### src/rtl/lab5_pkg.sv
// Shared definitions for the IRAM loader: word geometry, reset word and loader FSM states.
package lab5_pkg;

  localparam int unsigned IRAM_WORDS = 128;
  localparam int unsigned WORD_W     = 16;
  localparam int unsigned BYTE_W     = 8;

  // Value the write-data register idles at after reset.
  localparam logic [WORD_W-1:0] NOP = 16'h0000;

  typedef enum logic [2:0] {
    S_IDLE,
    S_LEN,
    S_HI,
    S_LO,
    S_WR,
    S_CSUM,
    S_FIN,
    S_FAIL
  } state_t;

endpackage

### src/rtl/iram_word_assembler.sv
// Byte-to-word capture for the IRAM loader, plus the running 8-bit session checksum.
// Ports:
//   i_clk, i_rst_n   clock, asynchronous active-low reset
//   i_clear          start of a session: zero the captured bytes and the sum
//   i_acc_len        length byte accepted: sum restarts at the length value
//   i_acc_hi         hi byte accepted: capture it, add it to the sum
//   i_acc_lo         lo byte accepted: capture it, add it to the sum
//   i_byte           the byte being accepted
//   o_word_c         {hi, lo} including a lo byte accepted in this same cycle
//   o_sum            registered running sum (mod 256)
module iram_word_assembler
  import lab5_pkg::*;
(
  input  logic              i_clk,
  input  logic              i_rst_n,
  input  logic              i_clear,
  input  logic              i_acc_len,
  input  logic              i_acc_hi,
  input  logic              i_acc_lo,
  input  logic [BYTE_W-1:0] i_byte,
  output logic [WORD_W-1:0] o_word_c,
  output logic [BYTE_W-1:0] o_sum
);

  logic [BYTE_W-1:0] r_hi;
  logic [BYTE_W-1:0] r_lo;
  logic [BYTE_W-1:0] r_sum;

  // Byte capture and wrap-around checksum accumulation.
  always_ff @(posedge i_clk or negedge i_rst_n) begin
    if (!i_rst_n) begin
      r_hi  <= '0;
      r_lo  <= '0;
      r_sum <= '0;
    end else if (i_clear) begin
      r_hi  <= '0;
      r_lo  <= '0;
      r_sum <= '0;
    end else begin
      if (i_acc_len) begin
        r_sum <= i_byte;
      end
      if (i_acc_hi) begin
        r_hi  <= i_byte;
        r_sum <= r_sum + i_byte;
      end
      if (i_acc_lo) begin
        r_lo  <= i_byte;
        r_sum <= r_sum + i_byte;
      end
    end
  end

  // Bypass the lo byte so the loader can register the full word on the accepting edge.
  assign o_word_c = {r_hi, (i_acc_lo ? i_byte : r_lo)};
  assign o_sum    = r_sum;

endmodule

### src/rtl/iram_loader.sv
// Write side of the 16-bit instruction memory. Parses a byte stream
// (length, big-endian words, checksum), writes one IRAM word per received pair
// and stalls the processor while a session is open.
// Ports:
//   i_clk, i_rst_n      clock, asynchronous active-low reset
//   i_start             1-cycle pulse: open a load session (ignored while one is open)
//   i_rx_data/valid     incoming byte stream
//   o_rx_ready          byte accepted this cycle when i_rx_valid is also high
//   o_we                IRAM write strobe, one cycle per word
//   o_waddr             IRAM byte address {word_idx, 1'b0}
//   o_wdata             instruction word {hi, lo}
//   o_cpu_hold          high while a session is open
//   o_done / o_err      level result of the last session
module iram_loader
  import lab5_pkg::*;
#(
  parameter int unsigned ADDR_W    = 8,
  parameter int unsigned MAX_WORDS = IRAM_WORDS
) (
  input  logic              i_clk,
  input  logic              i_rst_n,
  input  logic              i_start,
  input  logic [BYTE_W-1:0] i_rx_data,
  input  logic              i_rx_valid,
  output logic              o_rx_ready,
  output logic              o_we,
  output logic [ADDR_W-1:0] o_waddr,
  output logic [WORD_W-1:0] o_wdata,
  output logic              o_cpu_hold,
  output logic              o_done,
  output logic              o_err
);

  localparam int unsigned IDX_W = ADDR_W - 1;
  localparam int unsigned CNT_W = BYTE_W;
  localparam int unsigned CMP_W = ((IDX_W > CNT_W) ? IDX_W : CNT_W) + 1;

  state_t              r_state;
  state_t              w_next;

  logic [CNT_W-1:0]    r_cnt;
  logic [IDX_W-1:0]    r_word_idx;
  logic                r_rx_ready;
  logic                r_we;
  logic [ADDR_W-1:0]   r_waddr;
  logic [WORD_W-1:0]   r_wdata;
  logic                r_cpu_hold;
  logic                r_done;
  logic                r_err;

  logic                w_accept;
  logic                w_len_bad;
  logic                w_last_word;
  logic [BYTE_W-1:0]   w_csum_c;
  logic                w_csum_ok;
  logic                w_clear;
  logic                w_acc_len;
  logic                w_acc_hi;
  logic                w_acc_lo;
  logic [WORD_W-1:0]   w_word_c;
  logic [BYTE_W-1:0]   w_sum;

  iram_word_assembler u_asm (
    .i_clk     (i_clk),
    .i_rst_n   (i_rst_n),
    .i_clear   (w_clear),
    .i_acc_len (w_acc_len),
    .i_acc_hi  (w_acc_hi),
    .i_acc_lo  (w_acc_lo),
    .i_byte    (i_rx_data),
    .o_word_c  (w_word_c),
    .o_sum     (w_sum)
  );

  // Handshake and decode of the byte currently on the bus.
  assign w_accept    = i_rx_valid & r_rx_ready;
  assign w_len_bad   = (i_rx_data == '0) || (CMP_W'(i_rx_data) > CMP_W'(MAX_WORDS));
  // Compare in a wider width so a full-depth load (idx wraps to 0) still terminates.
  assign w_last_word = (CMP_W'(r_word_idx) + CMP_W'(1)) == CMP_W'(r_cnt);
  assign w_csum_c    = w_sum + i_rx_data;
  assign w_csum_ok   = (w_csum_c == '0);

  // State register.
  always_ff @(posedge i_clk or negedge i_rst_n) begin
    if (!i_rst_n) begin
      r_state <= S_IDLE;
    end else begin
      r_state <= w_next;
    end
  end

  // Next-state and datapath strobes.
  always_comb begin
    w_next    = r_state;
    w_clear   = 1'b0;
    w_acc_len = 1'b0;
    w_acc_hi  = 1'b0;
    w_acc_lo  = 1'b0;
    case (r_state)
      S_IDLE, S_FIN, S_FAIL: begin
        if (i_start) begin
          w_next  = S_LEN;
          w_clear = 1'b1;
        end
      end
      S_LEN: begin
        if (w_accept) begin
          w_acc_len = 1'b1;
          w_next    = w_len_bad ? S_FAIL : S_HI;
        end
      end
      S_HI: begin
        if (w_accept) begin
          w_acc_hi = 1'b1;
          w_next   = S_LO;
        end
      end
      S_LO: begin
        if (w_accept) begin
          w_acc_lo = 1'b1;
          w_next   = S_WR;
        end
      end
      S_WR: begin
        w_next = w_last_word ? S_CSUM : S_HI;
      end
      S_CSUM: begin
        if (w_accept) begin
          w_next = w_csum_ok ? S_FIN : S_FAIL;
        end
      end
      default: begin
        w_next = S_IDLE;
      end
    endcase
  end

  // Registered outputs follow the state being entered, so they line up with it.
  always_ff @(posedge i_clk or negedge i_rst_n) begin
    if (!i_rst_n) begin
      r_rx_ready <= 1'b0;
      r_we       <= 1'b0;
      r_waddr    <= '0;
      r_wdata    <= NOP;
      r_cpu_hold <= 1'b0;
      r_done     <= 1'b0;
      r_err      <= 1'b0;
      r_word_idx <= '0;
      r_cnt      <= '0;
    end else begin
      r_rx_ready <= (w_next inside {S_LEN, S_HI, S_LO, S_CSUM});
      r_we       <= (w_next == S_WR);
      r_cpu_hold <= (w_next inside {S_LEN, S_HI, S_LO, S_WR, S_CSUM});
      r_done     <= (w_next == S_FIN);
      r_err      <= (w_next == S_FAIL);

      // Address/data are loaded with the lo byte and then held until the next word.
      if (w_acc_lo) begin
        r_waddr <= {r_word_idx, 1'b0};
        r_wdata <= w_word_c;
      end

      if (w_clear) begin
        r_word_idx <= '0;
      end else if (r_state == S_WR) begin
        r_word_idx <= r_word_idx + IDX_W'(1);
      end

      if (w_acc_len) begin
        r_cnt <= i_rx_data;
      end
    end
  end

  assign o_rx_ready = r_rx_ready;
  assign o_we       = r_we;
  assign o_waddr    = r_waddr;
  assign o_wdata    = r_wdata;
  assign o_cpu_hold = r_cpu_hold;
  assign o_done     = r_done;
  assign o_err      = r_err;

endmodule

### config.mk
export PLATFORM = sky130hd
export DESIGN_NAME = iram_loader
export DESIGN_NICKNAME = d
export VERILOG_FILES = /design/src/rtl/lab5_pkg.sv /design/src/rtl/iram_word_assembler.sv /design/src/rtl/iram_loader.sv
export SDC_FILE = /design/constraint.sdc
export NUM_CORES = 1
export LEC_CHECK = 0
export CORE_UTILIZATION = 55
export DETAILED_ROUTE_END_ITERATION = 10
export GPL_ROUTABILITY_DRIVEN = 0
export PLACE_DENSITY = 0.79
export SYNTH_ARGS = -nofsm -noshare
export SYNTH_HDL_FRONTEND = slang
export SYNTH_SLANG_ARGS = --single-unit
### constraint.sdc
create_clock -name i_clk -period 2.9 [get_ports i_clk]
set_clock_uncertainty 0.15 [all_clocks]
set_input_delay 0.29 -clock i_clk [delete_from_list [all_inputs] [get_ports i_clk]]
set_output_delay 0.29 -clock i_clk [all_outputs]
set_load 0.02 [all_outputs]
==> impl_metrics.sql <==
INSERT INTO impl_metrics (metric_group, metric, value, unit) VALUES
('outcome', 'status', 'completed', ''),
('cts', 'cts_root_buf', 'sky130_fd_sc_hd__clkbuf_8', ''),
('synthesis', 'synth.mux.area_fraction', '12.8', '%'),
('synthesis', 'yosysWarningCount', '0', ''),
('route', 'detail_route.wl_per_cell', '16.1', 'um'),
('die', 'num_io_pins', '41', ''),
('global_routing', 'grt_pass1_vias', '2427', ''),
('global_routing', 'global_route_wire_length_before_repair', '11900', 'um'),
('power_and_ir_drop', 'pwr-share-comb', '47.9', '%'),
('power_and_ir_drop', 'vdd_ir_drop_max', '616', 'uV'),
('route', 'drt-vias-per-instance', '5.69', ''),
('timing', 'grt_setup_unrepaired', 'false', ''),
('die', 'num_rows', '27', ''),
('cells_and_area', 'final_net_count', '381', ''),
('timing', 'pin_slew_with_the_least_headroom_to_its_limit', '1100', 'ps'),
('synthesis', 'avgSynthCellArea', '10.6', 'um^2'),
('place', 'post_placement_cell_area', '3780', 'um^2'),
('synthesis', 'synth-edff-count', '0', ''),
('timing', 'max_slew_headroom_at_the_worst_pin', '26.5', '%'),
('timing', 'final.period_utilization', '93.9', '%'),
('synthesis', 'ys_ff_latch', '62', ''),
('place', 'detailed_place_hpwl', '4900', 'um'),
('synthesis', 'share_of_flip_flops_with_an_asynchronous_set_or_reset', '100', '%'),
('synthesis', 'synth_fp_nets', '322', ''),
('global_routing', 'grt_start_max_net_pins', '29', ''),
('synthesis', 'yosys.area_share.xor_xnor', '5.49', '%'),
('route', 'detail_route.iter0.violations', '225', ''),
('worst_setup_path', 'critical_path.endpoint_type', 'register', ''),
('cts', 'tritoncts', 'yes', ''),
('die', 'floorplan.initialDensity', '57.6', '%'),
('power_and_ir_drop', 'leakage', '1.74', 'nW'),
('power_and_ir_drop', 'internal-power', '2.51', 'mW'),
('die', 'core_region_area', '5540', 'um^2'),
('timing', 'hold-worst-slack', '342', 'ps'),
('synthesis', 'netlist_instances', '301', ''),
('synthesis', 'ys_types', '48', ''),
('cts', 'numCtsBuffers', '9', ''),
('cells_and_area', 'design_area', '3950', 'um^2'),
('timing', 'final.setup.worst_slack', '176', 'ps'),
('cells_and_area', 'antenna_cells_inserted', '0', ''),
('cts', 'cts_htree_levels', '3', ''),
('worst_setup_path', 'crit_fanout', '4', ''),
('die', 'die_h', '78.2', 'um'),
('timing', 'setup_viol_count_final', '0', ''),
('die', 'die_area', '6110', 'um^2'),
('worst_setup_path', 'cp.required', '2990', 'ps'),
('timing', 'timing_hold_violations_final', '0', ''),
('synthesis', 'post_syn_area', '3190', 'um^2'),
('cts', 'post_cts.resized_instances', '0', ''),
('route', 'detail_route.first_pass.iterations', '4', ''),
('global_routing', 'globalRouteTotalUtil', '25.8', '%'),
('route', 'via_count', '2488', ''),
('place', 'io_buffer_count', '39', ''),
('route', 'drt_drc_violations_left', '0', ''),
('global_routing', 'initial_antenna_violation_count', '0', ''),
('worst_hold_path', 'hold_class', 'input pin to asynchronous set/reset pin', ''),
('route', 'residual_antenna_violating_net_count_after_detailed_routing', '0', ''),
('power_and_ir_drop', 'p_per_area', '1030', 'nW/um^2'),
('power_and_ir_drop', 'power.switching_fraction', '38.1', '%'),
('timing', 'min_period', '2720', 'ps'),
('route', 'drt-total-wl', '7020', 'um'),
('synthesis', 'post_synth_and_or_nand_nor_area_fraction', '13.1', '%'),
('timing', 'fmax', '367', 'MHz'),
('power_and_ir_drop', 'total_power', '4.05', 'mW'),
('die', 'die_x', '78.2', 'um'),
('cells_and_area', 'flow.area_growth_from_synthesis', '23.9', '%'),
('power_and_ir_drop', 'clk_network_pwr_share', '16.4', '%'),
('cts', 'tritoncts_sinks', '62', ''),
('cts', 'clkLatencyLatePin', '350', 'ps'),
('power_and_ir_drop', 'sequentialPowerShare', '35.7', '%'),
('worst_setup_path', 'worst_setup_path_start_kind', 'input pin', '');
cell type report:
class                      count  area [um^2]
clock buffer                  12          145
clock inverter                 4         22.5
fill                         449         1590
inverter                       3         11.3
multi-input combinational    221         1570
sequential                    62         1550
tap                           72         90.1
timing repair buffer          63          568
power groups by stage:
stage,Sequential [mW],Clock (mW),Combinational [mW]
final,1.45,0.664,1.94
after global routing,1.50,0.713,2.11
after CTS,1.45,0.677,1.94
after detailed placement,1.46,0,1.93
after global placement,1.44,0,1.88
after floorplan,1.58,0,1.11
state kept, by name (all words and copies together), names as in the netlist:
name	flops
o_err	1
o_rx_ready	1
o_cpu_hold	1
r_state	3
o_wdata	16
u_asm.r_hi	8
r_cnt	8
o_waddr	7
u_asm.o_sum	8
o_we	1
o_done	1
r_word_idx	7
through the flow:
stage / util, % / std cells
2_1_floorplan: - / 301
3_3_place_gp: 68.2 / 420
3_5_place_dp: 68.2 / 420
4_1_cts: 71.4 / 437
5_1_grt: 71.4 / 437
6_report: 71.4 / 437
final timing paths:
kind	start	to	slack, ps	cells after the start
max in group asynchronous	i_rst_n	o_waddr[3]	1550	3
worst max-delay path	i_rx_data[0]	o_err	180	11
min in group i_clk	u_asm.r_hi[5]	o_wdata[13]	350	1
worst min-delay path	i_rst_n	o_wdata[8]	340	2
worst min register to register	u_asm.r_hi[5]	o_wdata[13]	350	1
worst max register to register	u_asm.o_sum[0]	o_err	210	10
cells in the mapped netlist, types with 2 or more instances:
cell type / number / share of area [%]
sky130_fd_sc_hd__o21ai_2: 2 / 0.55
sky130_fd_sc_hd__o211ai_1: 2 / 0.47
sky130_fd_sc_hd__nor2_1: 15 / 1.8
sky130_fd_sc_hd__nand3_1: 4 / 0.63
sky130_fd_sc_hd__nand2b_1: 6 / 1.2
sky130_fd_sc_hd__inv_1: 2 / 0.24
sky130_fd_sc_hd__a211oi_1: 2 / 0.47
sky130_fd_sc_hd__mux2i_1: 6 / 1.9
sky130_fd_sc_hd__clkbuf_1: 11 / 1.3
sky130_fd_sc_hd__xor2_1: 8 / 2.2
sky130_fd_sc_hd__nand3b_1: 2 / 0.47
sky130_fd_sc_hd__and3_1: 3 / 0.59
sky130_fd_sc_hd__a31oi_1: 2 / 0.39
sky130_fd_sc_hd__nand4_1: 2 / 0.39
sky130_fd_sc_hd__nor3_1: 3 / 0.47
sky130_fd_sc_hd__nand2_1: 29 / 3.4
sky130_fd_sc_hd__xnor2_1: 12 / 3.3
sky130_fd_sc_hd__o22ai_1: 9 / 1.8
sky130_fd_sc_hd__nor4b_1: 2 / 0.55
sky130_fd_sc_hd__o21bai_1: 2 / 0.47
sky130_fd_sc_hd__ha_1: 8 / 3.1
sky130_fd_sc_hd__mux2_2: 31 / 11
sky130_fd_sc_hd__dfrtp_1: 62 / 49
sky130_fd_sc_hd__o21ai_1: 2 / 0.31
sky130_fd_sc_hd__o21ai_0: 20 / 3.1
sky130_fd_sc_hd__a21oi_1: 21 / 3.3
sky130_fd_sc_hd__or3_1: 6 / 1.2
sky130_fd_sc_hd__buf_2: 3 / 0.47
sky130_fd_sc_hd__and2_1: 5 / 0.98
placed cells by master (no fill, tap or decap), types with 3 or more instances in the layout:
cell / synthesis / layout
sky130_fd_sc_hd__o22ai_1: 9 / 9
sky130_fd_sc_hd__buf_4: 1 / 23
sky130_fd_sc_hd__mux2i_1: 6 / 6
sky130_fd_sc_hd__clkbuf_8: 0 / 10
sky130_fd_sc_hd__nor3_1: 3 / 3
sky130_fd_sc_hd__clkinv_2: 0 / 3
sky130_fd_sc_hd__nor2_1: 15 / 15
sky130_fd_sc_hd__clkdlybuf4s50_1: 0 / 38
sky130_fd_sc_hd__or3_1: 6 / 6
sky130_fd_sc_hd__ha_1: 8 / 8
sky130_fd_sc_hd__nand2b_1: 6 / 6
sky130_fd_sc_hd__xnor2_1: 12 / 12
sky130_fd_sc_hd__and2_1: 5 / 5
sky130_fd_sc_hd__nand3_1: 4 / 4
sky130_fd_sc_hd__dfrtp_1: 62 / 62
sky130_fd_sc_hd__xor2_1: 8 / 8
sky130_fd_sc_hd__o21ai_0: 20 / 20
sky130_fd_sc_hd__nand2_1: 29 / 29
sky130_fd_sc_hd__and3_1: 3 / 3
sky130_fd_sc_hd__a21oi_1: 21 / 21
sky130_fd_sc_hd__mux2_2: 31 / 31
worst max-delay path: stages:
cell and delay [ps]:
sky130_fd_sc_hd__clkdlybuf4s50_1 440, sky130_fd_sc_hd__ha_1 240, sky130_fd_sc_hd__fa_1 390, sky130_fd_sc_hd__a211oi_1 270, sky130_fd_sc_hd__o21bai_1 110, sky130_fd_sc_hd__a21oi_1 180, sky130_fd_sc_hd__xnor2_1 100, sky130_fd_sc_hd__nor4b_1 330
sky130_fd_sc_hd__buf_4 170, sky130_fd_sc_hd__o21ai_1 100, sky130_fd_sc_hd__and3_1 180
per-layer routing:
layer / GRT usage [%] / up-vias / share of wire (%)
met4: 10.4 / 0 / 1.7
met1: 34.6 / 1220 / 46
met5: 0 / - / 0
li1: - / 1194 / -
met2: 39.9 / 61 / 48
met3: 6.63 / 13 / 4.8
kinds of logic (layout without fill, tap and decap cells):
kind of cell             Yosys count  in the layout
AND/OR/NAND/NOR                   83             83
flip-flops                        62             62
multiplexers                      37             37
buffers and inverters             18             82
XOR/XNOR                          20             20
other                              1              1
adder cells (fa/ha/maj)            9              9
AO/OA/AOI/OAI                     71             71
repair_timing:
action / in CTS / in global routing
hold buffers: 1 / 0
endpoints found under the setup margin: 0 / 0
hold endpoints to repair: 26 / 0
buffers inserted: 0 / 0
Power figures use the tool's default switching activity.
